File: src/rtl/if_id_fifo_pkg.sv
// -----------------------------------------------------------------------------
// if_id_fifo_pkg
// Shared constants for the IF/ID decoupling queue.
//   XLEN_DEFAULT / ILEN_DEFAULT : default pc and instruction widths.
//   Zero                        : bubble bit; replicate to any width for an
//                                 all-zero pc/instruction.
//   op_e                        : per-cycle queue operation, {push, pop}.
// -----------------------------------------------------------------------------
package if_id_fifo_pkg;

  localparam int XLEN_DEFAULT = 32;
  localparam int ILEN_DEFAULT = 32;

  // Decode treats an all-zero instruction as a bubble.
  localparam logic Zero = 1'b0;

  // Bit order matches {push, pop}, so a plain cast classifies a cycle.
  typedef enum logic [1:0] {
    OP_IDLE = 2'b00,
    OP_POP  = 2'b01,
    OP_PUSH = 2'b10,
    OP_BOTH = 2'b11
  } op_e;

endpackage : if_id_fifo_pkg

File: src/rtl/if_id_fifo_if.sv
// -----------------------------------------------------------------------------
// if_id_fifo_if
// Handshake bundle between fetch (producer), the queue, and decode (consumer).
//   in_valid/in_pc/in_inst : fetched entry from IF
//   in_ready               : queue can accept (not full)
//   out_valid/out_pc/out_inst : head entry toward ID (zero when empty)
//   out_ready              : ID consumes the head (low = decode stall)
// Modports:
//   master : the pipeline side (drives IF entry and ID ready)
//   slave  : the queue itself
// -----------------------------------------------------------------------------
interface if_id_fifo_if #(
  parameter int XLEN = 32,
  parameter int ILEN = 32
);

  logic            in_valid;
  logic [XLEN-1:0] in_pc;
  logic [ILEN-1:0] in_inst;
  logic            in_ready;
  logic            out_valid;
  logic [XLEN-1:0] out_pc;
  logic [ILEN-1:0] out_inst;
  logic            out_ready;

  modport master (
    output in_valid, in_pc, in_inst, out_ready,
    input  in_ready, out_valid, out_pc, out_inst
  );

  modport slave (
    input  in_valid, in_pc, in_inst, out_ready,
    output in_ready, out_valid, out_pc, out_inst
  );

endinterface : if_id_fifo_if

File: src/rtl/if_id_fifo.sv
// -----------------------------------------------------------------------------
// if_id_fifo
// DEPTH-entry circular buffer of {pc, inst} between IF and ID, so fetch keeps
// running while decode stalls. A flush empties it in one cycle; when empty the
// head reads as an all-zero bubble.
// Ports:
//   clk   : clock
//   rst   : synchronous active-high reset (same effect as flush)
//   flush : branch/jump redirect, discards every entry
//   bus   : if_id_fifo_if.slave handshake bundle
//   count : current occupancy, 0..DEPTH
// -----------------------------------------------------------------------------
module if_id_fifo
  import if_id_fifo_pkg::*;
#(
  parameter int XLEN  = XLEN_DEFAULT,
  parameter int ILEN  = ILEN_DEFAULT,
  parameter int DEPTH = 4,
  parameter int CNT_W = $clog2(DEPTH) + 1
) (
  input  logic             clk,
  input  logic             rst,
  input  logic             flush,
  if_id_fifo_if.slave      bus,
  output logic [CNT_W-1:0] count
);

  localparam int               PTR_W    = $clog2(DEPTH);
  localparam int               ENT_W    = XLEN + ILEN;
  localparam logic [CNT_W-1:0] FULL_CNT = CNT_W'(DEPTH);

  logic [ENT_W-1:0] r_mem [DEPTH];
  logic [PTR_W-1:0] r_wr_ptr;
  logic [PTR_W-1:0] r_rd_ptr;
  logic [CNT_W-1:0] r_count;

  logic             w_push;
  logic             w_pop;
  logic [ENT_W-1:0] w_head;
  op_e              w_op;

  // Ready looks only at occupancy: a full queue refuses a push even when the
  // head is being popped in the same cycle, keeping ready off the ID path.
  assign bus.in_ready  = (r_count != FULL_CNT);
  assign bus.out_valid = (r_count != '0);

  // A flush cancels both sides of the handshake for this cycle.
  assign w_push = bus.in_valid  && bus.in_ready  && !flush;
  assign w_pop  = bus.out_valid && bus.out_ready && !flush;
  assign w_op   = op_e'({w_push, w_pop});

  // Pointers wrap for free because DEPTH is a power of two.
  // NOTE: sequential state uses non-blocking (<=) so every register samples
  // pre-edge values regardless of statement order.
  always_ff @(posedge clk) begin
    if (rst || flush) begin
      r_wr_ptr <= '0;
      r_rd_ptr <= '0;
      r_count  <= '0;
    end else begin
      if (w_push) r_wr_ptr <= r_wr_ptr + PTR_W'(1);
      if (w_pop)  r_rd_ptr <= r_rd_ptr + PTR_W'(1);
      unique case (w_op)
        OP_PUSH: r_count <= r_count + CNT_W'(1);
        OP_POP:  r_count <= r_count - CNT_W'(1);
        default: r_count <= r_count;
      endcase
    end
  end

  // NOTE: the storage array has no reset; stale contents are never visible
  // because the head is gated to zero while count is zero.
  always_ff @(posedge clk) begin
    if (w_push) r_mem[r_wr_ptr] <= {bus.in_pc, bus.in_inst};
  end

  assign w_head = r_mem[r_rd_ptr];

  // NOTE: combinational outputs get a default first so no path can infer a
  // latch.
  always_comb begin
    bus.out_pc   = {XLEN{Zero}};
    bus.out_inst = {ILEN{Zero}};
    if (bus.out_valid) begin
      bus.out_pc   = w_head[ENT_W-1:ILEN];
      bus.out_inst = w_head[ILEN-1:0];
    end
  end

  assign count = r_count;

endmodule : if_id_fifo

File: src/flat_wrapper.sv
// flat-port wrapper written by rule: the top's interface ports become plain ports
module if_id_fifo_flat import if_id_fifo_pkg::*;
#(
  parameter int XLEN  = XLEN_DEFAULT,
  parameter int ILEN  = ILEN_DEFAULT,
  parameter int DEPTH = 4,
  parameter int CNT_W = $clog2(DEPTH) + 1
)
  (clk, rst, flush, count, bus_in_valid, bus_in_pc, bus_in_inst, bus_out_ready, bus_in_ready, bus_out_valid, bus_out_pc, bus_out_inst);
  if_id_fifo_if #(.XLEN(XLEN), .ILEN(ILEN)) bus_i ();
  input  logic clk;
  input  logic rst;
  input  logic flush;
  output logic [CNT_W-1:0] count;
  input wire logic [$bits(bus_i.in_valid)-1:0] bus_in_valid;
  input wire logic [$bits(bus_i.in_pc)-1:0] bus_in_pc;
  input wire logic [$bits(bus_i.in_inst)-1:0] bus_in_inst;
  input wire logic [$bits(bus_i.out_ready)-1:0] bus_out_ready;
  output wire logic [$bits(bus_i.in_ready)-1:0] bus_in_ready;
  output wire logic [$bits(bus_i.out_valid)-1:0] bus_out_valid;
  output wire logic [$bits(bus_i.out_pc)-1:0] bus_out_pc;
  output wire logic [$bits(bus_i.out_inst)-1:0] bus_out_inst;
  assign bus_i.in_valid = bus_in_valid;
  assign bus_i.in_pc = bus_in_pc;
  assign bus_i.in_inst = bus_in_inst;
  assign bus_i.out_ready = bus_out_ready;
  assign bus_in_ready = bus_i.in_ready;
  assign bus_out_valid = bus_i.out_valid;
  assign bus_out_pc = bus_i.out_pc;
  assign bus_out_inst = bus_i.out_inst;
  if_id_fifo #(.XLEN(XLEN), .ILEN(ILEN), .DEPTH(DEPTH), .CNT_W(CNT_W)) u_core (.clk(clk), .rst(rst), .flush(flush), .bus(bus_i), .count(count));
endmodule
File: config.mk
export PLATFORM = sky130hd
export DESIGN_NAME = if_id_fifo_flat
export DESIGN_NICKNAME = d
export VERILOG_FILES = /design/src/rtl/if_id_fifo_pkg.sv /design/src/rtl/if_id_fifo_if.sv /design/src/rtl/if_id_fifo.sv /design/src/flat_wrapper.sv
export SDC_FILE = /design/constraint.sdc
export NUM_CORES = 1
export LEC_CHECK = 0
export CAP_MARGIN = 20
export CORE_MARGIN = 4
export CORE_UTILIZATION = 36
export DETAILED_ROUTE_END_ITERATION = 10
export PLACE_DENSITY = 0.63
export SETUP_SLACK_MARGIN = 0.05
export SYNTH_ARGS = -nofsm -noshare
export SYNTH_HDL_FRONTEND = slang
export SYNTH_SLANG_ARGS = --single-unit
File: constraint.sdc
create_clock -name clk -period 4.8 [get_ports clk]
set_clock_uncertainty 0.2 [all_clocks]
set_input_delay 1.2 -clock clk [delete_from_list [all_inputs] [get_ports clk]]
set_output_delay 1.2 -clock clk [all_outputs]
set_load 0.03 [all_outputs]
# [Word level (Yosys, flattened, before mapping)]
# Memories as Yosys holds them, arrays and structs flattened. A register that Yosys moved wholly into a read port is not among the register bits.
# Cells that the tools add are included.
[op_classes] addsub=4 multipliers=0 shift=0 eq_ne=3 bitwise_logic=0 magnitude_cmp=0 reduce_logical=8 div=0 mux=7
[ops] op="$mux 32" count=2
[ops] op="$pmux 3 s2" count=1
[ops] op="$add 2x1->2 const B" count=2
[ops] op="$logic_and 1x1->1" count=4
[ops] op="$mux 2" count=2
[ops] op="$add 3x1->3 const B" count=1
[ops] op="$ne 3x3->1 const B" count=1
[ops] op="$reduce_bool 3->1" count=1
[ops] op="$sub 3x1->3 const B" count=1
[ops] op="$eq 2x1->1 const B" count=1
[ops] op="$eq 2x2->1 const B" count=1
[ops] op="$mux 1" count=2
[ops] op="$reduce_bool 2->1" count=1
[ops] op="$logic_not 1->1" count=1
[ops] op="$logic_or 1x1->1" count=1
[word_totals] regBits=7 romBits=0 out_inout_bits=69 ramBits=256 latchBits=0 mem_count=1 in_bits=69 wordCells=26
[mem_list] name="u_core.r_mem" depth=4 width=64 rd=1 rd_ports_with_merged_regs=1 wr=1 line_no="if_id_fifo.sv:32" source="logic [ENT_W-1:0] r_mem [DEPTH];"

# [Logic depth before layout (Yosys ltp)]
# Gate-level depths: netlist of the first run.
[logic_depth] word_depth=5 ltp_mapped=10

# [Worst setup path before layout of the first run]
# Ideal clock, no wire load.
[synth_path] kind="in2reg" startpoint="input port bus_in_valid" endpoint="memory u_core.r_mem[0][0] in the netlist's numbering (enable)" setup_slack_ns=1.058 arrival_time_ns=3.113 path_stages=2 path_buffers=0 required_ns=4.171 cell_sequence="nor2b_1 -> and3_1"
[synth_via] elab_chain_cells=4
[synth_lines] item="from (decl)" line_no="flat_wrapper.sv:15" source="input wire logic [$bits(bus_i.in_valid)-1:0] bus_in_valid;"
[synth_lines] item="$logic_and 1x1->1 (2 in series)" line_no="if_id_fifo.sv:48" source="assign w_push = bus.in_valid && bus.in_ready && !flush;"
[synth_lines] item="$mux 1" line_no="if_id_fifo.sv:74" source="if (w_push) r_mem[r_wr_ptr] <= {bus.in_pc, bus.in_inst};"
[synth_lines] item="$mux 1 (implied by the code)" line_no="if_id_fifo.sv:74"
[synth_lines] item="to (decl)" line_no="if_id_fifo.sv:32"
# No other way between the ends.

# [Worst setup path in the final report of the first run]
[layout_path] startpoint="register u_core.r_count[0], in the netlist u_core.count[0]" endpoint="output port bus_out_inst[13]"
[layout_via] elab_chain_cells=2
[layout_lines] item="from (decl)" line_no="if_id_fifo.sv:35" source="logic [CNT_W-1:0] r_count;"
[layout_lines] item="from (signal assigned)" line_no="if_id_fifo.sv:64" source="OP_PUSH: r_count <= r_count + CNT_W'(1);"
[layout_lines] item="from (signal assigned)" line_no="if_id_fifo.sv:65" source="OP_POP: r_count <= r_count - CNT_W'(1);"
[layout_lines] item="from (signal assigned)" line_no="if_id_fifo.sv:66" source="default: r_count <= r_count;"
[layout_lines] item="$reduce_bool 3->1" line_no="if_id_fifo.sv:45" source="assign bus.out_valid = (r_count != '0);"
[layout_lines] item="$mux 32" line_no="if_id_fifo.sv:84" source="if (bus.out_valid) begin"
[layout_lines] item="to (decl)" line_no="flat_wrapper.sv:22" source="output wire logic [$bits(bus_i.out_inst)-1:0] bus_out_inst;"
# No other way between the ends.

==> flow_metrics.py, run 1 <==
metrics = {
    "outcome": {
        "outcome": "finished clean",
    },
    "sta": {
        "finalSetupTns_ns": 0,
        "slew_violations": 0,
        "finalSetupViolations": 0,
        "finalHoldViolations": 0,
        "rsz0062_at_grt": "false",
        "worst_slack_ns": 0.601,
        "max_freq_mhz": 238,
        "slew_headroom_pct": 55.1,
        "fin_crit_sh_pct": 87.5,
        "worst_pin_slew_ns": 0.673,
        "post-route-min-period_ns": 4.20,
    },
    "placed_design": {
        "io_buffers": 137,
        "dpl-instance-area_um2": 12000,
        "dpl_worst_slack_ns": 1.08,
        "dpl.hpwl_mm": 12.0,
        "placed_cells": 960,
        "gp_congestion": 0.716,
    },
    "critical_path": {
        "critPathKind": "reg -> out",
        "critical_path_required_ns": 3.40,
        "cp-end-kind": "output pin",
        "rrSetupSlack_ns": 2.04,
        "critPathLaunch": "u_core.count[0]",
        "r2r_start": "u_core.count[2]",
        "worstSetupStartpointType": "flop",
        "arrival_ns": 2.80,
        "critPathMaxFanout": 33,
    },
    "power": {
        "power_mw": 4.73,
        "ir_drop_mv": 0.242,
        "p_per_area_nw_per_um2": 369,
        "power_leakage_nw": 3.99,
    },
    "floorplanning": {
        "die_h_um": 177,
        "fp.dieArea_um2": 31200,
        "io_pins": 138,
        "initial_utilization_pct": 36.6,
        "coreArea_um2": 27900,
        "num_rows": 61,
        "die_x_um": 177,
    },
    "logic_synthesis": {
        "synthCells": 460,
        "ys_ff_latch": 265,
        "yosysTopAreaCell": "edfxtp_1",
        "postSynthAreaPerCell_um2": 22.2,
        "synthDistinctLibCells": 29,
        "synth_top_cell_area_share_pct": 75.1,
        "synth_edf_count": 256,
        "async_reset_ff_share_pct": 0,
        "ys_seq_area_share_pct": 76.9,
        "synth_area_leaders": "edfxtp_1, mux4_2, and2_1",
        "synth_flop_cell": "edfxtp_1",
        "syn-num-nets": 535,
        "synth_area_um2": 10200,
        "yosys_warnings": 0,
    },
    "global_routing": {
        "antenna_found_initial": 0,
        "grt_usage_pct": 12.8,
        "grt_max_degree": 65,
        "grt_pass1_wl_mm": 31.0,
        "grt_pass1_vias": 5408,
        "overflow": 0,
    },
    "cells_and_area": {
        "register_area_um2": 7880,
        "final_area_um2": 12800,
        "area_growth_pct": 25.4,
        "final_cell_mix": "edfxtp_1, clkdlybuf4s50_1, and2_1",
        "layout-drive-gt1-share_pct": 17.6,
        "num_antenna_cells": 0,
        "final_cells": 1003,
        "multi_input_area_um2": 2160,
        "layout_commonest_cell": "edfxtp_1",
        "nNetsFinal": 686,
        "nFillCells": 2401,
    },
    "clock_network": {
        "cts.sinks": 265,
        "cts_tree": "built",
        "clkTransAtPathRegs_ns": 0.06,
        "ctsHoldBuffers": 0,
        "cts_resized": 0,
        "clock_path_buffers": 3,
        "root_buffer": "clkbuf_16",
        "numCtsBuffers": 27,
        "post_cts.repair.setup_buffers": 0,
        "clk-insertion-delay-late_ns": 0.52,
        "htreeDepth": 1,
    },
    "route": {
        "wl_mm": 20.3,
        "viasPerCell": 4.81,
        "drcViolationCount": 0,
        "postRouteAntennaNets": 0,
        "dr.pass1.iters": 4,
        "wl_per_cell_um": 20.2,
        "first_iter_violations": 254,
        "via_count": 4823,
    },
    "worst_hold_path": {
        "hp-start": "u_core.r_rd_ptr[1]",
        "hp-class": "reg -> reg",
    },
    "flow_run": {
        "maxCapViolCount": 0,
    },
}
==> worst paths after layout <==
path,endpoint,depth (start not counted)
hold / removal,u_core.r_rd_ptr[1],2
hold reg to reg,u_core.r_rd_ptr[1],2
setup reg to reg,u_core.count[2],9
setup / recovery,bus_out_inst[13],4
==> per-stage QoR <==
stage | hold WS, ns | utilization (%)
final | 0.322 | 45.9
after global placement | 0.298 | 43.1
after floorplan | 0.285 | -
after global routing | 0.370 | 45.9
after detailed placement | 0.317 | 43.1
after CTS | 0.336 | 45.9
==> flip-flops by register name, summed over array words and instances, names as in the netlist, named ones only <==
| name | cells |
|---|---|
| u_core.r_rd_ptr | 2 |
| u_core.count | 3 |
| u_core.r_wr_ptr | 2 |
| u_core.r_mem | 256 |
==> worst max-delay path, cell delays in order (launching register included) <==
cell and delay [ns]:
dfxtp_1 0.38, or3_2 0.81, buf_12 0.29, and2_1 0.17, clkdlybuf4s50_1 0.59
==> cell usage after synthesis (2+ instances only) <==
cell	instances
a21oi_1	3
and2_1	64
and3_1	4
buf_12	6
buf_2	7
clkbuf_1	8
dfxtp_1	9
edfxtp_1	256
ha_1	5
inv_1	6
mux4_1	4
mux4_2	60
nor2_1	8
or3_1	2
xor2_1	4
==> power by group <==
part | total (mW) | switching (mW) | leakage [nW] | internal (mW)
combinational | 0.245 | 0.122 | 1.21 | 0.123
sequential | 2.58 | 0.00805 | 2.40 | 2.57
clock | 1.91 | 0.788 | 0.388 | 1.12
total | 4.73 | 0.918 | 3.99 | 3.81
==> area by class of cell <==
class,instances,share of cell area [%]
Timing Repair Buffer,145,11.7
Multi-Input combinational cell,166,16.8
Clock inverter,12,0.790
Clock buffer,31,5.38
Tap cell,378,3.69
Sequential cell,265,61.4
Inverter,6,0.176
==> logic make-up (layout without fill, tap and decap cells) <==
group / after synthesis / after routing / share of synthesized area, %
AOI/OAI and AO/OA: 8 / 8 / 0.550
xor gates and xnor gates: 4 / 4 / 0.342
adders and majority gates: 6 / 6 / 0.807
buffers and inverters: 29 / 194 / 2.19
DFF: 265 / 265 / 76.9
muxes: 64 / 64 / 14.2
and+or+nand+nor: 84 / 84 / 4.98
==> layer usage <==
| layer | vias up | part of all wire [%] | global-route usage (%) |
|---|---|---|---|
| met5 | - | 0 | 0 |
| met4 | 0 | 2.0 | 3.13 |
| met3 | 33 | 4.9 | 2.70 |
| met2 | 136 | 50 | 21.9 |
| met1 | 2499 | 43 | 17.0 |
| li1 | 2155 | - | - |
(Power assumes the default switching activity.)
==> run 2: changes to the inputs <==
--- a/config.mk
+++ b/config.mk
@@ -11,6 +11,7 @@
 export DETAILED_ROUTE_END_ITERATION = 10
 export PLACE_DENSITY = 0.63
 export SETUP_SLACK_MARGIN = 0.05
+export SKIP_LAST_GASP = 1
 export SYNTH_ARGS = -nofsm -noshare
 export SYNTH_HDL_FRONTEND = slang
 export SYNTH_SLANG_ARGS = --single-unit
==> constraint.sdc (replaced) <==
create_clock -name clk -period 5.1 [get_ports clk]
set_clock_uncertainty 0.2 [all_clocks]
set_input_delay 1.275 -clock clk [delete_from_list [all_inputs] [get_ports clk]]
set_output_delay 1.275 -clock clk [all_outputs]
set_load 0.03 [all_outputs]
==> flow_metrics.py, run 2 (synthesis gave the netlist of run 1 again) <==
metrics = {
    "floorplanning": {
        "io_pins": 138,
        "die_h_um": 177,
        "num_rows": 61,
        "die_x_um": 177,
        "fp.dieArea_um2": 31200,
        "initial_utilization_pct": 36.6,
        "coreArea_um2": 27900,
    },
    "global_routing": {
        "grt_max_degree": 65,
        "antenna_found_initial": 2,
        "grt_pass1_wl_mm": 31.1,
        "overflow": 0,
        "grt_pass1_vias": 5362,
        "grt_usage_pct": 13.0,
    },
    "power": {
        "swShare_pct": 19.5,
        "p_clk_share_pct": 40.6,
        "p_per_area_nw_per_um2": 349,
        "p_switching_mw": 0.872,
        "power_mw": 4.47,
        "power_leakage_nw": 3.99,
        "p_comb_share_pct": 5.1,
        "pwr-share-seq_pct": 54.3,
        "ir_drop_mv": 0.205,
        "intPower_mw": 3.60,
    },
    "critical_path": {
        "critical_path_required_ns": 3.62,
        "path_cells": "or3_2 > buf_4 > and2_1 > clkdlybuf4s50_1",
        "arrival_ns": 2.93,
        "slowest_stage": "clkdlybuf4s50_1",
        "critPathMaxFanout": 31,
        "critPathKind": "reg -> out",
        "worstSetupStartpointType": "flop",
        "cp-end-kind": "output pin",
        "crit_path_max_incr_delay_ns": 0.68,
    },
    "cells_and_area": {
        "layout-drive-gt1-share_pct": 17.2,
        "num_antenna_cells": 0,
        "multi_input_area_um2": 2160,
        "layout_commonest_cell": "edfxtp_1",
        "register_area_um2": 7880,
        "nNetsFinal": 685,
        "largest_register_ffs": 256,
        "nFillCells": 2408,
        "area_growth_pct": 25.3,
        "top_register": "u_core.r_mem",
        "final_cell_mix": "edfxtp_1, clkdlybuf4s50_1, and2_1",
    },
    "route": {
        "dr.pass1.iters": 4,
        "postRouteAntennaNets": 0,
        "via_count": 4913,
        "viasPerCell": 4.88,
        "wl_per_cell_um": 20.2,
        "drcViolationCount": 0,
        "first_iter_violations": 308,
        "wl_mm": 20.3,
    },
    "outcome": {
        "outcome": "finished clean",
    },
    "sta": {
        "fin_crit_sh_pct": 86.5,
        "finalHoldViolations": 0,
        "max_freq_mhz": 227,
        "finalSetupTns_ns": 0,
        "rsz0062_at_grt": "false",
        "finalSetupViolations": 0,
        "worst_pin_slew_ns": 1.02,
        "slew_violations": 0,
        "post-route-min-period_ns": 4.41,
        "slew_headroom_pct": 31.8,
    },
    "clock_network": {
        "clk-insertion-delay-late_ns": 0.51,
        "post_cts.repair.setup_buffers": 0,
        "cts_resized": 0,
        "cts_tree": "built",
        "ctsHoldBuffers": 0,
        "root_buffer": "clkbuf_16",
        "numCtsBuffers": 27,
        "clkTransAtPathRegs_ns": 0.06,
        "htreeDepth": 1,
        "cts.sinks": 265,
        "clock_path_buffers": 3,
    },
    "worst_hold_path": {
        "hp-class": "reg -> reg",
    },
    "placed_design": {
        "dpl.hpwl_mm": 11.8,
        "gp_congestion": 0.710,
        "io_buffers": 137,
    },
    "flow_run": {
        "maxCapViolCount": 0,
    },
}
==> run 2: area by class of cell <==
| class | count | area share, % |
|---|---|---|
| clock buffers | 33 | 5.45 |
| well taps | 378 | 3.69 |
| multi-input cells | 166 | 16.9 |
| inverters | 6 | 0.176 |
| flip-flops and latches | 265 | 61.4 |
| clock inverters | 15 | 0.898 |
| repair buffers | 144 | 11.5 |
==> run 2: final timing paths <==
kind	depth (start not counted)	start	slack, ns	to
worst max-delay path	4	u_core.count[0]	0.69	bus_out_inst[24]
worst min-delay path	2	u_core.r_rd_ptr[0]	0.33	u_core.r_rd_ptr[0]
worst max register to register	9	u_core.count[2]	2.38	u_core.count[2]
worst min register to register	2	u_core.r_rd_ptr[0]	0.33	u_core.r_rd_ptr[0]
==> run 2: power by group through the flow <==
stage / Sequential [mW] / Combinational (mW) / Clock (mW)
global placement: 2.47 / 0.226 / 0
CTS: 2.43 / 0.234 / 1.87
global route: 2.43 / 0.246 / 1.97
detailed placement: 2.47 / 0.233 / 0
floorplan: 2.47 / 0.102 / 0
finish: 2.43 / 0.230 / 1.81
==> run 2: routing by layer <==
| layer | track usage [%] | vias up | routed length (um) |
|---|---|---|---|
| met5 | 0 | - | 27 |
| met3 | 2.81 | 28 | 1250 |
| li1 | - | 2169 | - |
| met4 | 2.74 | 4 | 314 |
| met1 | 17.1 | 2574 | 8480 |
| met2 | 22.3 | 138 | 10300 |
==> run 2: critical path: cells and delay by family, from the launching register on <==
kind / cells / cell delay, ns
DFF: 1 / 0.45
and+or+nand+nor: 2 / 0.84
buffers and inverters: 2 / 1.11
==> run 2: metrics by stage <==
| step | instances | cell area (um^2) | hold slack (ns) | utilization, % | setup WS [ns] |
|---|---|---|---|---|---|
| 5_1_grt | 1007 | 12800 | 0.396 | 45.9 | 0.471 |
| 3_5_place_dp | 959 | 12000 | 0.331 | 43.0 | 1.16 |
| 6_report | 1007 | 12800 | 0.335 | 45.9 | 0.690 |
| 4_1_cts | 1007 | 12800 | 0.345 | 45.9 | 0.583 |
| 2_1_floorplan | 460 | 10200 | 0.285 | - | 1.28 |
| 3_3_place_gp | 959 | 12000 | 0.302 | 43.0 | 1.21 |
